## src/rtl/alu_arbiter.sv

```systemverilog
// alu_arbiter: round-robin sharing of one ALU datapath among NREQ requesters.
// Operands are registered into the ALU and result/flags registered out; one op in flight.
module alu_arbiter #(
  parameter int unsigned NREQ = 2,
  parameter int unsigned PW   = $clog2(NREQ),
  parameter int unsigned OPW  = 4,
  parameter int unsigned DW   = 32
) (
  input  logic                     CLK,
  input  logic                     nRST,
  input  logic [NREQ-1:0]          req,
  input  logic [NREQ-1:0][OPW-1:0] req_op,
  input  logic [NREQ-1:0][DW-1:0]  req_a,
  input  logic [NREQ-1:0][DW-1:0]  req_b,
  output logic [NREQ-1:0]          gnt,
  output logic [NREQ-1:0]          rsp_valid,
  input  logic [NREQ-1:0]          rsp_ack,
  output logic [DW-1:0]            rsp_out,
  output logic                     rsp_negative,
  output logic                     rsp_overflow,
  output logic                     rsp_zero,
  output logic [OPW-1:0]           alu_opcode,
  output logic [DW-1:0]            alu_portA,
  output logic [DW-1:0]            alu_portB,
  input  logic [DW-1:0]            alu_outPort,
  input  logic                     alu_negative,
  input  logic                     alu_overflow,
  input  logic                     alu_zero
);

  typedef enum logic [1:0] {
    ST_IDLE = 2'd0,
    ST_EXEC = 2'd1,
    ST_RESP = 2'd2
  } state_e;

  state_e            state_q, state_d;
  logic [PW-1:0]     ptr_q, ptr_d;
  logic [PW-1:0]     win_q, win_d;
  logic [OPW-1:0]    op_q, op_d;
  logic [DW-1:0]     a_q, a_d;
  logic [DW-1:0]     b_q, b_d;
  logic [DW-1:0]     out_q, out_d;
  logic              neg_q, neg_d;
  logic              ovf_q, ovf_d;
  logic              zero_q, zero_d;
  logic [NREQ-1:0]   gnt_q, gnt_d;
  logic [NREQ-1:0]   valid_q, valid_d;

  logic              found_c;
  logic [PW-1:0]     pick_c;
  logic [PW-1:0]     cand_c;

  // Round-robin search: first asserted req at or above the pointer, wrapping.
  always_comb begin
    found_c = 1'b0;
    pick_c  = '0;
    cand_c  = '0;
    for (int unsigned i = 0; i < NREQ; i++) begin
      cand_c = PW'((32'(ptr_q) + i) % NREQ);
      if (!found_c && req[cand_c]) begin
        found_c = 1'b1;
        pick_c  = cand_c;
      end
    end
  end

  always_comb begin
    state_d = state_q;
    ptr_d   = ptr_q;
    win_d   = win_q;
    op_d    = op_q;
    a_d     = a_q;
    b_d     = b_q;
    out_d   = out_q;
    neg_d   = neg_q;
    ovf_d   = ovf_q;
    zero_d  = zero_q;
    gnt_d   = '0;
    valid_d = valid_q;

    case (state_q)
      ST_IDLE: begin
        if (found_c) begin
          win_d         = pick_c;
          op_d          = req_op[pick_c];
          a_d           = req_a[pick_c];
          b_d           = req_b[pick_c];
          gnt_d[pick_c] = 1'b1;
          state_d       = ST_EXEC;
        end
      end
      ST_EXEC: begin
        out_d          = alu_outPort;
        neg_d          = alu_negative;
        ovf_d          = alu_overflow;
        zero_d         = alu_zero;
        valid_d        = '0;
        valid_d[win_q] = 1'b1;
        state_d        = ST_RESP;
      end
      ST_RESP: begin
        // Only the winner's ack releases the result; the completer drops to lowest priority.
        if (rsp_ack[win_q]) begin
          valid_d = '0;
          ptr_d   = (win_q == PW'(NREQ - 1)) ? '0 : win_q + PW'(1);
          state_d = ST_IDLE;
        end
      end
      default: begin
        valid_d = '0;
        state_d = ST_IDLE;
      end
    endcase
  end

  always_ff @(posedge CLK or negedge nRST) begin
    if (!nRST) begin
      state_q <= ST_IDLE;
      ptr_q   <= '0;
      win_q   <= '0;
      op_q    <= '0;
      a_q     <= '0;
      b_q     <= '0;
      out_q   <= '0;
      neg_q   <= 1'b0;
      ovf_q   <= 1'b0;
      zero_q  <= 1'b0;
      gnt_q   <= '0;
      valid_q <= '0;
    end else begin
      state_q <= state_d;
      ptr_q   <= ptr_d;
      win_q   <= win_d;
      op_q    <= op_d;
      a_q     <= a_d;
      b_q     <= b_d;
      out_q   <= out_d;
      neg_q   <= neg_d;
      ovf_q   <= ovf_d;
      zero_q  <= zero_d;
      gnt_q   <= gnt_d;
      valid_q <= valid_d;
    end
  end

  assign gnt          = gnt_q;
  assign rsp_valid    = valid_q;
  assign rsp_out      = out_q;
  assign rsp_negative = neg_q;
  assign rsp_overflow = ovf_q;
  assign rsp_zero     = zero_q;
  assign alu_opcode   = op_q;
  assign alu_portA    = a_q;
  assign alu_portB    = b_q;

endmodule

```

## config.mk

```make
export PLATFORM = sky130hd
export DESIGN_NAME = alu_arbiter
export DESIGN_NICKNAME = d
export VERILOG_FILES = /design/src/rtl/alu_arbiter.sv
export SDC_FILE = /design/constraint.sdc
export NUM_CORES = 1
export LEC_CHECK = 0
export ABC_CLOCK_PERIOD_IN_PS = 1700
export BUFFER_PORTS_ARGS = -buffer_cell sky130_fd_sc_hd__buf_2
export CAP_MARGIN = 20
export CORE_AREA = 2 2 111 113
export DETAILED_ROUTE_END_ITERATION = 8
export DIE_AREA = 0 0 113 115
export PLACE_DENSITY = 0.75
export SLEW_MARGIN = 15
export SYNTH_ARGS = -nofsm -noshare
export SYNTH_HDL_FRONTEND = slang
export SYNTH_SLANG_ARGS = --single-unit
```

## constraint.sdc

```tcl
create_clock -name CLK -period 1.7 [get_ports CLK]
set_input_delay 0.17 -clock CLK [delete_from_list [all_inputs] [get_ports CLK]]
set_output_delay 0.17 -clock CLK [all_outputs]
set_load 0.02 [all_outputs]
```

==> reports/qor.txt, run 1 <==
CP top delay family: flip-flops
clock sinks: 111
Die X: 113 um
Die Ht: 115 um
Largest stage delay, worst path: 0.47 ns
largest net degree at the start of global routing: 68
Via density: 5.48
Seq pwr share: 0.350
Worst slew margin: 0.718
post-DP HPWL: 11.0 mm
H-tree Lvls: 3
pwr/cell area: 2010 nW/um^2
Worst setup SP type: register
Core ar.: 11,800 um^2
synth top area cells: dfrtp_1 (58%), a221o_1 (9.3%), mux2_2 (8.2%), a21boi_0 (7.0%), a31oi_1 (3.1%)
status: complete, but fails checks
worst hold path type: in -> reg
Worst EP required: 1.93 ns
reg2reg start: state_q[0]$_DFFE_PN0P_
Max Cap Violations: 0
Routed WL: 14.6 mm
Mapped Cells: 392
slowest CP cell: dfrtp_1
number of global-route vias before repair: 4,441
drt first pass iters: 7
Slew Viols, Final: 0
Final GP Congestion: 0.833
Layout area overhead: 38.7%
Setup violations, final: 0
Synth cell types: 25
clock latency on the worst-skew pair: 0.35 ns
grt ovf: 0
Layout Nets: 840
critical path class: reg -> reg
initial antenna violation count: 0
clock-pin transition on the worst setup and hold timing paths: 0.08 ns
crit path max fanout: 30
CP cell instances: nor2_4 -> buf_4 -> a21boi_0 -> a221o_1
TritonCTS clock tree: built
I/O pins: 284
post-synthesis cell area: 4830 um^2
Final min period: 1.54 ns
filler cell count: 1,015
Root Driver: clkbuf_16
mean post-synth cell area: 12.3 um^2
RSZ-0062 raised after global routing: no
Vias: 4,468
die area: 13,000 um^2
P_sw: 0.00567 W
CTS Buf Count: 9
share of post-route cells with drive strength above 1: 0.531
Crit. Startpoint: state_q[0]$_DFFE_PN0P_
failing checks: DRC
cell depth of the worst flop-to-flop path: 4
area occupied by multi-input gates: 1820 um^2
crit path capture type: register
top cell type's share of synthesized area: 0.576
crit path buf inv count: 1
final hold vios: 0
worst r2r dst: alu_portB[9]$_DFFE_PN0P_
Clk pwr share: 0.154
DRC violations left: 17
final cycle utilization of the critical path: 0.908
register area share after synthesis: 0.576
Pint: 0.00778 W
Wirelength per Cell: 17.9 um
syn_nets: 569
Worst path depth: 4
Initial Util: 0.409
Final Power: 0.0135 W
violation count after the first detailed-route iteration: 393
Detail Route Antenna Nets: 0
Logic pwr share: 0.496
skew final: 0.00836 ns
max frequency: 648 MHz
depth of the worst hold-timing path: 2
worst setup path endpoint: alu_portB[9]$_DFFE_PN0P_
slew of the pin with the lowest slew margin: 0.423 ns
Max VDD drop: 0.848 mV
flop-to-flop setup slack: 0.16 ns
worst path arrival time: 1.77 ns
Setup TNS: 0 ns
LEAKAGE: 3.28 nW
gr usage total: 0.218
row cnt: 40
Reg area: 2780 um^2
wire length of the first global-routing pass: 22.6 mm
PortBufs: 283
Synth Warn #: 0
Diodes inserted: 0
Yosys top cell by area: dfrtp_1
sw frac: 0.422
Seq cells post-synth: 111
Post-CTS Setup Bufs: 0
clock buffer depth: 2
==> cell families (layout without fill, tap and decap cells) <==
logic type | count (synthesis) | count (layout) | share of synthesized area
mux | 37 | 37 | 0.0858
simple gates | 33 | 33 | 0.0360
flops | 111 | 111 | 0.576
buf+inv | 44 | 320 | 0.0485
compound gates | 167 | 167 | 0.254
==> metal layers <==
metal | track usage | wire length (um) | vias up
li1 | - | - | 2050
met1 | 0.280 | 5760 | 2187
met2 | 0.371 | 7460 | 209
met3 | 0.0427 | 1080 | 22
met4 | 0.0780 | 278 | 0
met5 | 0 | 0 | -
==> registers in the layout (all words and copies together) (netlist names) <==
register,flops
rsp_out,32
rsp_valid,2
win_q,1
ptr_q,1
rsp_overflow,1
rsp_zero,1
state_q,2
rsp_negative,1
alu_portB,32
alu_portA,32
alu_opcode,4
gnt,2
==> power groups by stage <==
stage / clock network, W / logic (W) / registers, W
CTS: 0.00211 / 0.00672 / 0.00471
global route: 0.00220 / 0.00719 / 0.00486
detailed placement: 0 / 0.00672 / 0.00473
global placement: 0 / 0.00654 / 0.00470
finish: 0.00207 / 0.00668 / 0.00471
floorplan: 0 / 0.00282 / 0.00623
==> per-stage QoR <==
step                cell area, um^2   util  cells  hold WS (ns)  setup slack [ns]
floorplan                      4830      -    392        -0.126             0.216
global placement               6390  0.541    798        0.0361             0.193
detailed placement             6390  0.541    798        0.0402             0.155
CTS                            6690  0.567    815        0.0293             0.151
global route                   6690  0.567    815        0.0305            0.0443
finish                         6690  0.567    815        0.0430             0.156
==> cells in the final DEF (no fill, tap or decap) <==
cell and count:
a31oi_1 24, nor2_1 1, clkbuf_16 9, buf_4 14, nand3b_1 1, nand2b_1 2, and3_2 1, and2_0 1
o211a_1 1, dfrtp_1 111, mux2i_1 2, a21boi_0 45, mux2_2 35, o2bb2ai_1 2, buf_12 4, clkinv_8 1
a21bo_2 1, dlygate4sd3_1 1, or2_2 1, nor2_4 1, nand3_1 23, a221o_1 45, inv_6 3, inv_8 1
buf_2 282, nor2b_1 2, a21oi_1 24, o21bai_1 1, inv_1 3, a211oi_1 1, clkinv_2 2, o21ai_0 23
==> worst reg2reg max path, cell delays in order, from the launching register on <==
cell and delay, ns:
dfrtp_1 0.47, nor2_4 0.18, buf_4 0.32, a21boi_0 0.17
a221o_1 0.29
==> Yosys cell counts <==
cell type / n
nand2b_1: 2
inv_1: 3
a31oi_1: 24
a21boi_0: 45
or2_1: 1
nor2_1: 2
and2_0: 1
a21oi_1: 24
nand3_1: 23
nand3b_1: 1
mux2_2: 35
nor2b_1: 2
a221o_1: 45
a211oi_1: 1
dfrtp_1: 111
o21bai_1: 1
o211a_1: 1
clkbuf_1: 21
a21bo_2: 1
buf_2: 13
o21ai_0: 23
and3_1: 1
mux2i_1: 2
o2bb2ai_1: 2
buf_6: 7
==> what timing repair did <==
item                       4_1_cts  5_1_grt
resized for setup                0        0
hold endpoints to repair        28        0
hold buffers                     1        0
setup endpoints to repair        0        0
==> worst min path at each step <==
stage | startpoint | endpoint | slack [ns]
6_report | req_a[14] | alu_portA[14]$_DFFE_PN0P_ | 0.04
5_1_grt | alu_overflow | rsp_overflow$_DFFE_PN0N_ | 0.03
4_1_cts | req_a[46] | alu_portA[14]$_DFFE_PN0P_ | 0.03
3_5_place_dp | nRST | rsp_out[24]$_DFFE_PN0N_ | 0.04
3_3_place_gp | nRST | rsp_out[24]$_DFFE_PN0N_ | 0.04
2_1_floorplan | nRST | alu_opcode[0]$_DFFE_PN0P_ | -0.13
==> cell type report <==
class	instances	share of cell area
flip-flops and latches	111	0.415
repair buffers	301	0.240
well taps	147	0.0275
multi-input cells	237	0.272
clock inverters	7	0.00954
inverters	3	0.00168
clock buffers	9	0.0337
(Power assumes the default switching activity.)
==> inputs of run 2 (changes only) <==
Settings changed: BUFFER_PORTS_ARGS -buffer_cell sky130_fd_sc_hd__buf_2 to default, DONT_BUFFER_PORTS from default to 1, PLACE_DENSITY 0.75 to 0.54, SLEW_MARGIN 15 to 0.
==> run 2 against run 1 <==
Against the previous run: the run now fails in clock tree synthesis (4_1_cts); synthesized cell count did not move; synthesized area did not move.
==> reports/qor.txt, run 2 <==
status: aborted with a tool error
Exit stage: clock tree synthesis (4_1_cts)
Error: [ERROR RSZ-0060] Max buffer count reached.
predominant post-synthesis flop cell: dfrtp_1
H-tree Lvls: 3 (unchanged)
CTS Buf Count: 9 (unchanged)
clock sinks: 111 (unchanged)
synth top area cells: dfrtp_1 (58%), a221o_1 (9.3%), mux2_2 (8.2%), a21boi_0 (7.0%), a31oi_1 (3.1%)
asr flop ratio synth: 1.00 (unchanged)
I/O pins: 284 (unchanged)
EDFF count, synth: 0 (unchanged)
Synth cell types: 25 (unchanged)
Seq cells post-synth: 111 (unchanged)
CTS resizes: 0 (unchanged)
post-synthesis adder-cell area fraction: 0 (unchanged)
most frequent cell after synthesis: dfrtp_1
Post-Synth XOR/XNOR Area: 0 (unchanged)
Yosys top cell by area: dfrtp_1
top cell type's share of synthesized area: 0.576 (unchanged)
most common library cells after synthesis: dfrtp_1 (111), a21boi_0 (45), a221o_1 (45), mux2_2 (35)
clock buffer depth: 2 (unchanged)
Synth Warn #: 0 (unchanged)
PortBufs: 0 (-100%)
Die Ht: 115 um (unchanged)
syn_nets: 569 (unchanged)
Final GP Congestion: 0.752 (-9.7%)
Post-CTS Setup Bufs: 0 (unchanged)
Post-Synth Simple-Gate Area: 0.0360 (unchanged)
worst slack, placed: 0.159 ns (+0.00431 ns)
CTS Hold Buffers Added: 106 (+105)
mux cell area share after synthesis: 0.0858 (unchanged)
register area share after synthesis: 0.576 (unchanged)
row cnt: 40 (unchanged)
mean post-synth cell area: 12.3 um^2 (unchanged)
Root Driver: clkbuf_16
post-synthesis cell area: 4830 um^2 (unchanged)
Mapped Cells: 392 (unchanged)
Die X: 113 um (unchanged)
post-DP HPWL: 8.54 mm (-22%)
largest family of logic cells by synthesized area: compound AO/OA/AOI/OAI gates
post-synthesis compound-gate area fraction: 0.254 (unchanged)
Initial Util: 0.409 (unchanged)
-- run 2: cell counts after synthesis --
No cell type changed its count.
-- run 2: logic make-up after synthesis --
kind of cell	Yosys count
compound gates	167
flops	111
buf+inv	44
mux	37
simple gates	33
-- run 2: per-stage QoR --
step | util | std cells | area (um^2)
floorplan | - | 392 | 4830
global placement | 0.418 | 510 | 4940
detailed placement | 0.418 | 510 | 4940
==> inputs of run 3 (changes only) <==
Settings changed: CORE_AREA 2 2 111 113 to default, CORE_UTILIZATION from default to 40, DIE_AREA 0 0 113 115 to default, PLACE_DENSITY 0.54 to default, PLACE_DENSITY_LB_ADDON from default to 0.15.
==> run 3 against run 2 <==
Against the previous run: the flow again stops in clock tree synthesis (4_1_cts); synthesized cell count unchanged; synthesized area unchanged.
==> reports/qor.txt, run 3 <==
H-tree Lvls: 3 (unchanged)
register area share after synthesis: 0.576 (unchanged)
post-synthesis cell area: 4830 um^2 (unchanged)
clock sinks: 111 (unchanged)
CTS resizes: 0 (unchanged)
Mapped Cells: 392 (unchanged)
Yosys top cell by area: dfrtp_1
Die Ht: 112 um (-2.7%)
Post-CTS Setup Bufs: 0 (unchanged)
most common library cells after synthesis: dfrtp_1 (111), a21boi_0 (45), a221o_1 (45), mux2_2 (35)
EDFF count, synth: 0 (unchanged)
Root Driver: clkbuf_16
PortBufs: 0 (unchanged)
row cnt: 39 (-2.5%)
post-DP HPWL: 8.58 mm (+0.48%)
Synth Warn #: 0 (unchanged)
mean post-synth cell area: 12.3 um^2 (unchanged)
Exit stage: clock tree synthesis (4_1_cts)
asr flop ratio synth: 1.00 (unchanged)
synth top area cells: dfrtp_1 (58%), a221o_1 (9.3%), mux2_2 (8.2%), a21boi_0 (7.0%), a31oi_1 (3.1%)
predominant post-synthesis flop cell: dfrtp_1
syn_nets: 569 (unchanged)
CTS Hold Buffers Added: 106 (unchanged)
CTS Buf Count: 9 (unchanged)
clock buffer depth: 2 (unchanged)
Synth cell types: 25 (unchanged)
top cell type's share of synthesized area: 0.576 (unchanged)
Error: [ERROR RSZ-0060] Max buffer count reached.
Die X: 112 um (-1.0%)
I/O pins: 284 (unchanged)
most frequent cell after synthesis: dfrtp_1
Initial Util: 0.417 (+0.00871)
placed instance area: 4950 um^2 (+0.20%)
Seq cells post-synth: 111 (unchanged)
Final GP Congestion: 0.799 (+6.3%)
status: aborted with a tool error
[run 3: cell counts after synthesis]
No cell type changed its count.
[run 3: logic make-up after synthesis]
group | after synthesis | share of synthesized area
AO/OA/AOI/OAI | 167 | 0.254
flip-flops | 111 | 0.576
buffers and inverters | 44 | 0.0485
multiplexers | 37 | 0.0858
AND/OR/NAND/NOR | 33 | 0.0360
[run 3: through the flow]
step	setup slack, ns	instances	hold slack [ns]
after detailed placement	0.184	508	-0.123
after floorplan	0.216	392	-0.126
after global placement	0.262	508	-0.123
